==> src/rtl/key_step_ctrl_pkg.sv <==
// Shared definitions for the key step controller: debounce state encodings,
// default timing constants and a counter-width helper.
package key_step_ctrl_pkg;

  // Debounce FSM state encodings
  localparam logic [1:0] KEY_IDLE         = 2'd0;
  localparam logic [1:0] KEY_PRESS_WAIT   = 2'd1;
  localparam logic [1:0] KEY_PRESSED      = 2'd2;
  localparam logic [1:0] KEY_RELEASE_WAIT = 2'd3;

  // Default timing, 50 MHz clock: 10 ms debounce, 0.5 s first repeat, 0.1 s repeat period
  localparam int unsigned DEF_DEBOUNCE_CYCLES = 500000;
  localparam int unsigned DEF_REPEAT_DELAY    = 25000000;
  localparam int unsigned DEF_REPEAT_PERIOD   = 5000000;

  // Counter width able to hold 0..n-1; never narrower than one bit
  function automatic int unsigned cnt_width(input int unsigned n);
    return (n > 1) ? $clog2(n) : 1;
  endfunction

endpackage

==> src/rtl/key_debounce.sv <==
// One push-button channel: 2-FF synchroniser, debounce FSM and a saturating
// stability counter. Reports the debounced level, a "still pressed" flag
// (PRESSED with the key still down this cycle) and a one-cycle accept pulse
// on the PRESS_WAIT -> PRESSED transition.
//
//  state         | meaning
//  KEY_IDLE      | key released and stable
//  PRESS_WAIT    | key went down, waiting for it to stay down
//  PRESSED       | press accepted, key held
//  RELEASE_WAIT  | key went up, waiting for it to stay up
module key_debounce
  import key_step_ctrl_pkg::*;
#(
  parameter int unsigned DEBOUNCE_CYCLES = DEF_DEBOUNCE_CYCLES
) (
  input  logic clk,
  input  logic reset,
  input  logic key_n_i,
  output logic level_o,
  output logic held_o,
  output logic accept_o
);

  localparam int unsigned CNT_W = cnt_width(DEBOUNCE_CYCLES);
  localparam logic [CNT_W-1:0] CNT_LAST = CNT_W'(DEBOUNCE_CYCLES - 1);

  logic [1:0]       sync_q;
  logic [1:0]       state_q, state_d;
  logic [CNT_W-1:0] cnt_q, cnt_d;
  logic             key_low;
  logic             accept_d;

  assign key_low = ~sync_q[1];

  // Two-stage synchroniser; idles at the released (high) level
  always_ff @(posedge clk or negedge reset) begin
    if (!reset) sync_q <= 2'b11;
    else        sync_q <= {sync_q[0], key_n_i};
  end

  // Debounce next-state; counter only advances in the wait states and stops at CNT_LAST
  always_comb begin
    state_d  = state_q;
    cnt_d    = cnt_q;
    accept_d = 1'b0;
    case (state_q)
      KEY_IDLE: begin
        if (key_low) begin
          state_d = KEY_PRESS_WAIT;
          cnt_d   = '0;
        end
      end
      KEY_PRESS_WAIT: begin
        if (!key_low) begin
          state_d = KEY_IDLE;
        end else if (cnt_q == CNT_LAST) begin
          state_d  = KEY_PRESSED;
          accept_d = 1'b1;
        end else begin
          cnt_d = cnt_q + CNT_W'(1);
        end
      end
      KEY_PRESSED: begin
        if (!key_low) begin
          state_d = KEY_RELEASE_WAIT;
          cnt_d   = '0;
        end
      end
      default: begin
        if (key_low) begin
          state_d = KEY_PRESSED;
        end else if (cnt_q == CNT_LAST) begin
          state_d = KEY_IDLE;
        end else begin
          cnt_d = cnt_q + CNT_W'(1);
        end
      end
    endcase
  end

  // FSM state and stability counter registers
  always_ff @(posedge clk or negedge reset) begin
    if (!reset) begin
      state_q <= KEY_IDLE;
      cnt_q   <= '0;
    end else begin
      state_q <= state_d;
      cnt_q   <= cnt_d;
    end
  end

  assign level_o  = (state_q == KEY_PRESSED) || (state_q == KEY_RELEASE_WAIT);
  assign held_o   = (state_q == KEY_PRESSED) && key_low;
  assign accept_o = accept_d;

endmodule

==> src/rtl/key_step_ctrl.sv <==
// Key front end for the board LED counter. key[0] press -> one-cycle step,
// key[1] press -> direction toggle. When both presses land together the
// step sees the new direction because both registers update on one edge.
// Optional feature macro: AUTO_REPEAT_EN (auto-repeat steps while key[0] held).
module key_step_ctrl
  import key_step_ctrl_pkg::*;
#(
  parameter int unsigned DEBOUNCE_CYCLES = DEF_DEBOUNCE_CYCLES,
  parameter int unsigned REPEAT_DELAY    = DEF_REPEAT_DELAY,
  parameter int unsigned REPEAT_PERIOD   = DEF_REPEAT_PERIOD
) (
  input  logic       clk,
  input  logic       reset,
  input  logic [1:0] key,
  output logic       step,
  output logic       up_down,
  output logic [1:0] key_state
);

  logic [1:0] accept;
  logic [1:0] key_held;
  logic       rpt_fire;
  logic       step_q, step_d;
  logic       up_down_q, up_down_d;
  logic       unused_key1_held;

  key_debounce #(.DEBOUNCE_CYCLES(DEBOUNCE_CYCLES)) u_key0 (
    .clk      (clk),
    .reset    (reset),
    .key_n_i  (key[0]),
    .level_o  (key_state[0]),
    .held_o   (key_held[0]),
    .accept_o (accept[0])
  );

  key_debounce #(.DEBOUNCE_CYCLES(DEBOUNCE_CYCLES)) u_key1 (
    .clk      (clk),
    .reset    (reset),
    .key_n_i  (key[1]),
    .level_o  (key_state[1]),
    .held_o   (key_held[1]),
    .accept_o (accept[1])
  );

  assign unused_key1_held = key_held[1];

`ifdef AUTO_REPEAT_EN
  localparam int unsigned RPT_W = cnt_width(REPEAT_DELAY);
  localparam logic [RPT_W-1:0] RPT_FIRST  = RPT_W'(REPEAT_DELAY - 1);
  localparam logic [RPT_W-1:0] RPT_RELOAD = RPT_W'(REPEAT_DELAY - REPEAT_PERIOD);

  logic [RPT_W-1:0] rpt_cnt_q, rpt_cnt_d;

  // Hold timer: first fire after REPEAT_DELAY held cycles, then reload so the
  // next fire comes REPEAT_PERIOD cycles later; any break in the hold clears it
  always_comb begin
    rpt_fire  = 1'b0;
    rpt_cnt_d = rpt_cnt_q;
    if (!key_held[0]) begin
      rpt_cnt_d = '0;
    end else if (rpt_cnt_q == RPT_FIRST) begin
      rpt_fire  = 1'b1;
      rpt_cnt_d = RPT_RELOAD;
    end else begin
      rpt_cnt_d = rpt_cnt_q + RPT_W'(1);
    end
  end

  // Repeat timer register
  always_ff @(posedge clk or negedge reset) begin
    if (!reset) rpt_cnt_q <= '0;
    else        rpt_cnt_q <= rpt_cnt_d;
  end
`else
  logic unused_repeat;

  assign rpt_fire      = 1'b0;
  assign unused_repeat = ^{key_held[0], REPEAT_DELAY[0], REPEAT_PERIOD[0]};
`endif

  // Step and direction next values
  always_comb begin
    step_d    = accept[0] | rpt_fire;
    up_down_d = up_down_q ^ accept[1];
  end

  // Step pulse and direction level registers; count up out of reset
  always_ff @(posedge clk or negedge reset) begin
    if (!reset) begin
      step_q    <= 1'b0;
      up_down_q <= 1'b1;
    end else begin
      step_q    <= step_d;
      up_down_q <= up_down_d;
    end
  end

  assign step    = step_q;
  assign up_down = up_down_q;

endmodule

==> config.mk <==
export PLATFORM = sky130hd
export DESIGN_NAME = key_step_ctrl
export DESIGN_NICKNAME = d
export VERILOG_FILES = /design/src/rtl/key_step_ctrl_pkg.sv /design/src/rtl/key_debounce.sv /design/src/rtl/key_step_ctrl.sv
export SDC_FILE = /design/constraint.sdc
export NUM_CORES = 1
export LEC_CHECK = 0
export ABC_AREA = 1
export CAP_MARGIN = 20
export CORE_UTILIZATION = 69
export CTS_BUF_LIST = sky130_fd_sc_hd__clkbuf_2
export DETAILED_ROUTE_END_ITERATION = 8
export GPL_ROUTABILITY_DRIVEN = 0
export PLACE_DENSITY = 0.95
export SYNTH_ARGS = -nofsm -noshare
export SYNTH_HDL_FRONTEND = slang
export SYNTH_SLANG_ARGS = --single-unit
==> constraint.sdc <==
create_clock -name clk -period 4.3 [get_ports clk]
set_clock_uncertainty 0.2 [all_clocks]
set_input_delay 0.86 -clock clk [delete_from_list [all_inputs] [get_ports clk]]
set_output_delay 0.86 -clock clk [all_outputs]
set_load 0.05 [all_outputs]
==> impl_metrics.csv <==
group,metric,value,unit
placement,placed_area,3110,µm²
power,internal_power,0.756,mW
routing,dr_total_vias,2698,
cts,cts_resized,0,
power,seqPwrFrac,40.8,%
worst_setup_path,crit_start,"u_key0.state_q[0]",
synth,syn_inst,425,
floorplan,io_pins,8,
worst_setup_path,arrival,2.22,ns
global_routing,grt_usage,29.0,%
synth,ys_warn_count,0,
synth,ys_ff_latch,48,
global_routing,grt_max_degree,49,
final_layout,layout.nets,448,
routing,drc_errors,0,
final_layout,fillers,305,
final_layout,drive_above_1_share,8.28,%
worst_setup_path,worstPathMaxFanout,6,
synth,yosysSeqAreaShare,39.9,%
worst_setup_path,cp.required,3.24,ns
cts,cts_buffers,5,
final_layout,stdcell_count,485,
worst_setup_path,crit_type,"reg2out",
floorplan,chipWidth,68.2,µm
synth,synth_cell_types,28,
floorplan,initial_core_util,73.6,%
cts,clk_pin_slew,0.21,ns
final_layout,n_antenna_cell,0,
sta,fmax,0.305,GHz
routing,wl_per_cell,12.3,µm
routing,dr.pass1.iters,5,
placement,preCtsSetupSlack,1.49,ns
synth,avgSynthCellArea,7.12,µm²
worst_setup_path,r2r_setup_slack,1.78,ns
power,p_leak,1.55,nW
worst_setup_path,cp-start-kind,"flip-flop",
synth,netlist_area,3030,µm²
sta,worstMarginPinSlew,0.944,ns
sta,finalSetupViolations,0,
worst_hold_path,hold_class,"reg2reg",
synth,synth_top_area_share,35.5,%
floorplan,dieArea,4660,µm²
sta,setup-tns-final,0,ns
sta,fin_ws,1.02,ns
cts,cts_tree,"yes",
global_routing,overflow,0,
worst_setup_path,crit_path_end_kind,"output pin",
final_layout,postLayoutCellArea,3200,µm²
job,maxCapViolCount,0,
floorplan,core_area,4120,µm²
outcome,status,"finished, final reports clean",
sta,rsz0062_at_grt,"no",
placement,dp_cells,475,
global_routing,grt_pass1_wl,10.0,mm
routing,ant_nets,0,
routing,drt_iter0_drc,242,
floorplan,die_h,68.2,µm
power,total_power,1.34,mW
sta,maxSlewHeadroom,36.9,%
worst_setup_path,r2r_start,"u_key0.cnt_q[0]",
global_routing,antenna_found_initial,0,
worst_setup_path,reg2reg_depth,9,
cts,clk_latency,0.42,ns
sta,hold_ws,0.172,ns
power,cellPowerDensity,420,nW/µm²
sta,hold_violations,0,
power,pwr-share-clk,17.7,%
synth,yosys-top-cells-area,"dfrtp_1 36%, nand2_1 21%, nand3_1 5.1%",
power,peakVddDrop,0.336,mV
sta,drv_slew,0,
power,switching_share,43.8,%
global_routing,grt_pass1_vias,2395,
synth,syn-num-nets,439,
worst_setup_path,crit_end,"key_state[0]",
worst_setup_path,worstReg2RegEnd,"u_key0.cnt_q[3]",
routing,vias_per_cell,5.56,
final_layout,fin_util,77.7,%
final_layout,area_growth_syn_to_layout,5.62,%
power,pwr-share-comb,41.5,%
power,switching_power,0.588,mW
sta,finalCriticalPeriod,3.28,ns
cts,clock_path_buffers,2,
placement,io_buffers,7,
floorplan,rows,23,
cts,root_buffer,"clkbuf_2",
synth,yosys.area.top_type,"dfrtp_1",
cts,numClockSinks,48,
sta,period_share,76.3,%
cts,cts_htree_levels,2,
placement,place_hpwl,4.34,mm
routing,routed_wl,5.95,mm
[metal layers]
layer	vias to the layer above	track usage, %	share of wire [%]
met4	0	9.64	1.5
met1	1243	38.3	44
met5	-	0	0
li1	1356	-	-
met3	14	5.17	6.0
met2	85	47.8	49
[power groups by stage]
stage          Sequential (mW)  Combinational (mW)  Clock [mW]
4_1_cts                  0.548               0.558       0.245
6_report                 0.548               0.558       0.238
3_5_place_dp             0.556               0.557           0
5_1_grt                  0.555               0.635       0.259
2_1_floorplan            0.544               0.470           0
3_3_place_gp             0.550               0.528           0
[cells in the final DEF, fill, tap and decap left out, types with 2 or more instances in the layout]
cell,instances
ha_1,10
dfstp_2,5
clkbuf_2,5
nand2_1,172
nor3_1,6
clkinv_1,2
xor2_1,14
o21ai_0,6
nor2_1,37
o21bai_1,3
nor2_2,8
dfrtp_1,43
nand3b_1,3
nor2_4,2
inv_2,6
or2_2,3
o21ai_1,15
nand3_1,31
or2_1,2
clkdlybuf4s50_1,6
inv_1,31
xnor2_1,5
nand4_1,11
[synthesized netlist by cell type]
cell type / instances
o21ai_4: 1
or2_2: 3
nand2_1: 172
xnor2_1: 5
xor2_1: 14
dfrtp_1: 43
nand3_2: 1
inv_1: 31
ha_1: 10
nor2_1: 37
a21oi_1: 1
buf_2: 1
inv_2: 6
nand4_1: 11
a21oi_2: 1
o21bai_1: 3
buf_6: 1
o21ai_1: 15
nor2_2: 8
or2_1: 2
nor2_4: 2
nor3_1: 6
dfstp_2: 5
nand3b_1: 3
buf_4: 5
nand3_1: 31
clkbuf_1: 1
o21ai_0: 6
[layout make-up]
| class | count | area, µm² | share of cell area (%) |
|---|---|---|---|
| Tap cell | 50 | 62.6 | 1.96 |
| Timing Repair Buffer | 10 | 103 | 3.21 |
| Sequential cell | 48 | 1210 | 37.8 |
| Clock inverter | 3 | 37.5 | 1.17 |
| Clock buffer | 5 | 25.0 | 0.782 |
| Multi-Input combinational cell | 332 | 1620 | 50.8 |
| Inverter | 37 | 139 | 4.34 |
[worst max-delay path, stage by stage (launching register included)]
cell	delay, ns
dfrtp_1	0.48
inv_1	0.10
ha_1	0.23
or2_2	0.30
clkdlybuf4s50_1	0.70
[what timing repair did]
action / CTS / global route
hold endpoints to repair: 0 / 5
buffers inserted: 0 / 0
hold buffers: 0 / 1
setup endpoints to repair: 0 / 0
[worst min-delay path by stage]
stage / start / to / cells after the start
2_1_floorplan: u_key0.sync_q[0] / u_key0.sync_q[1] / 0
3_3_place_gp: u_key0.sync_q[0] / u_key0.sync_q[1] / 0
3_5_place_dp: u_key0.sync_q[0] / u_key0.sync_q[1] / 0
4_1_cts: u_key0.sync_q[0] / u_key0.sync_q[1] / 0
5_1_grt: u_key0.sync_q[0] / u_key0.sync_q[1] / 0
6_report: u_key0.sync_q[0] / u_key0.sync_q[1] / 0
[registers in the layout, indices dropped and copies added, names as in the netlist, named ones only]
register and cells:
u_key1.cnt_q 19, u_key1.sync_q 2, u_key0.cnt_q 19, u_key1.state_q 1, up_down 1, u_key0.sync_q 2, step 1, u_key0.state_q 1
[logic make-up (layout without fill, tap and decap cells)]
kind of cell	after synthesis	after routing	synth area share (%)
AOI/OAI and AO/OA	27	27	5.21
xor gates and xnor gates	19	19	5.50
adders and majority gates	10	10	4.13
buffers and inverters	45	55	6.49
DFF	48	48	39.9
and+or+nand+nor	276	276	38.8
(Power assumes the default switching activity.)
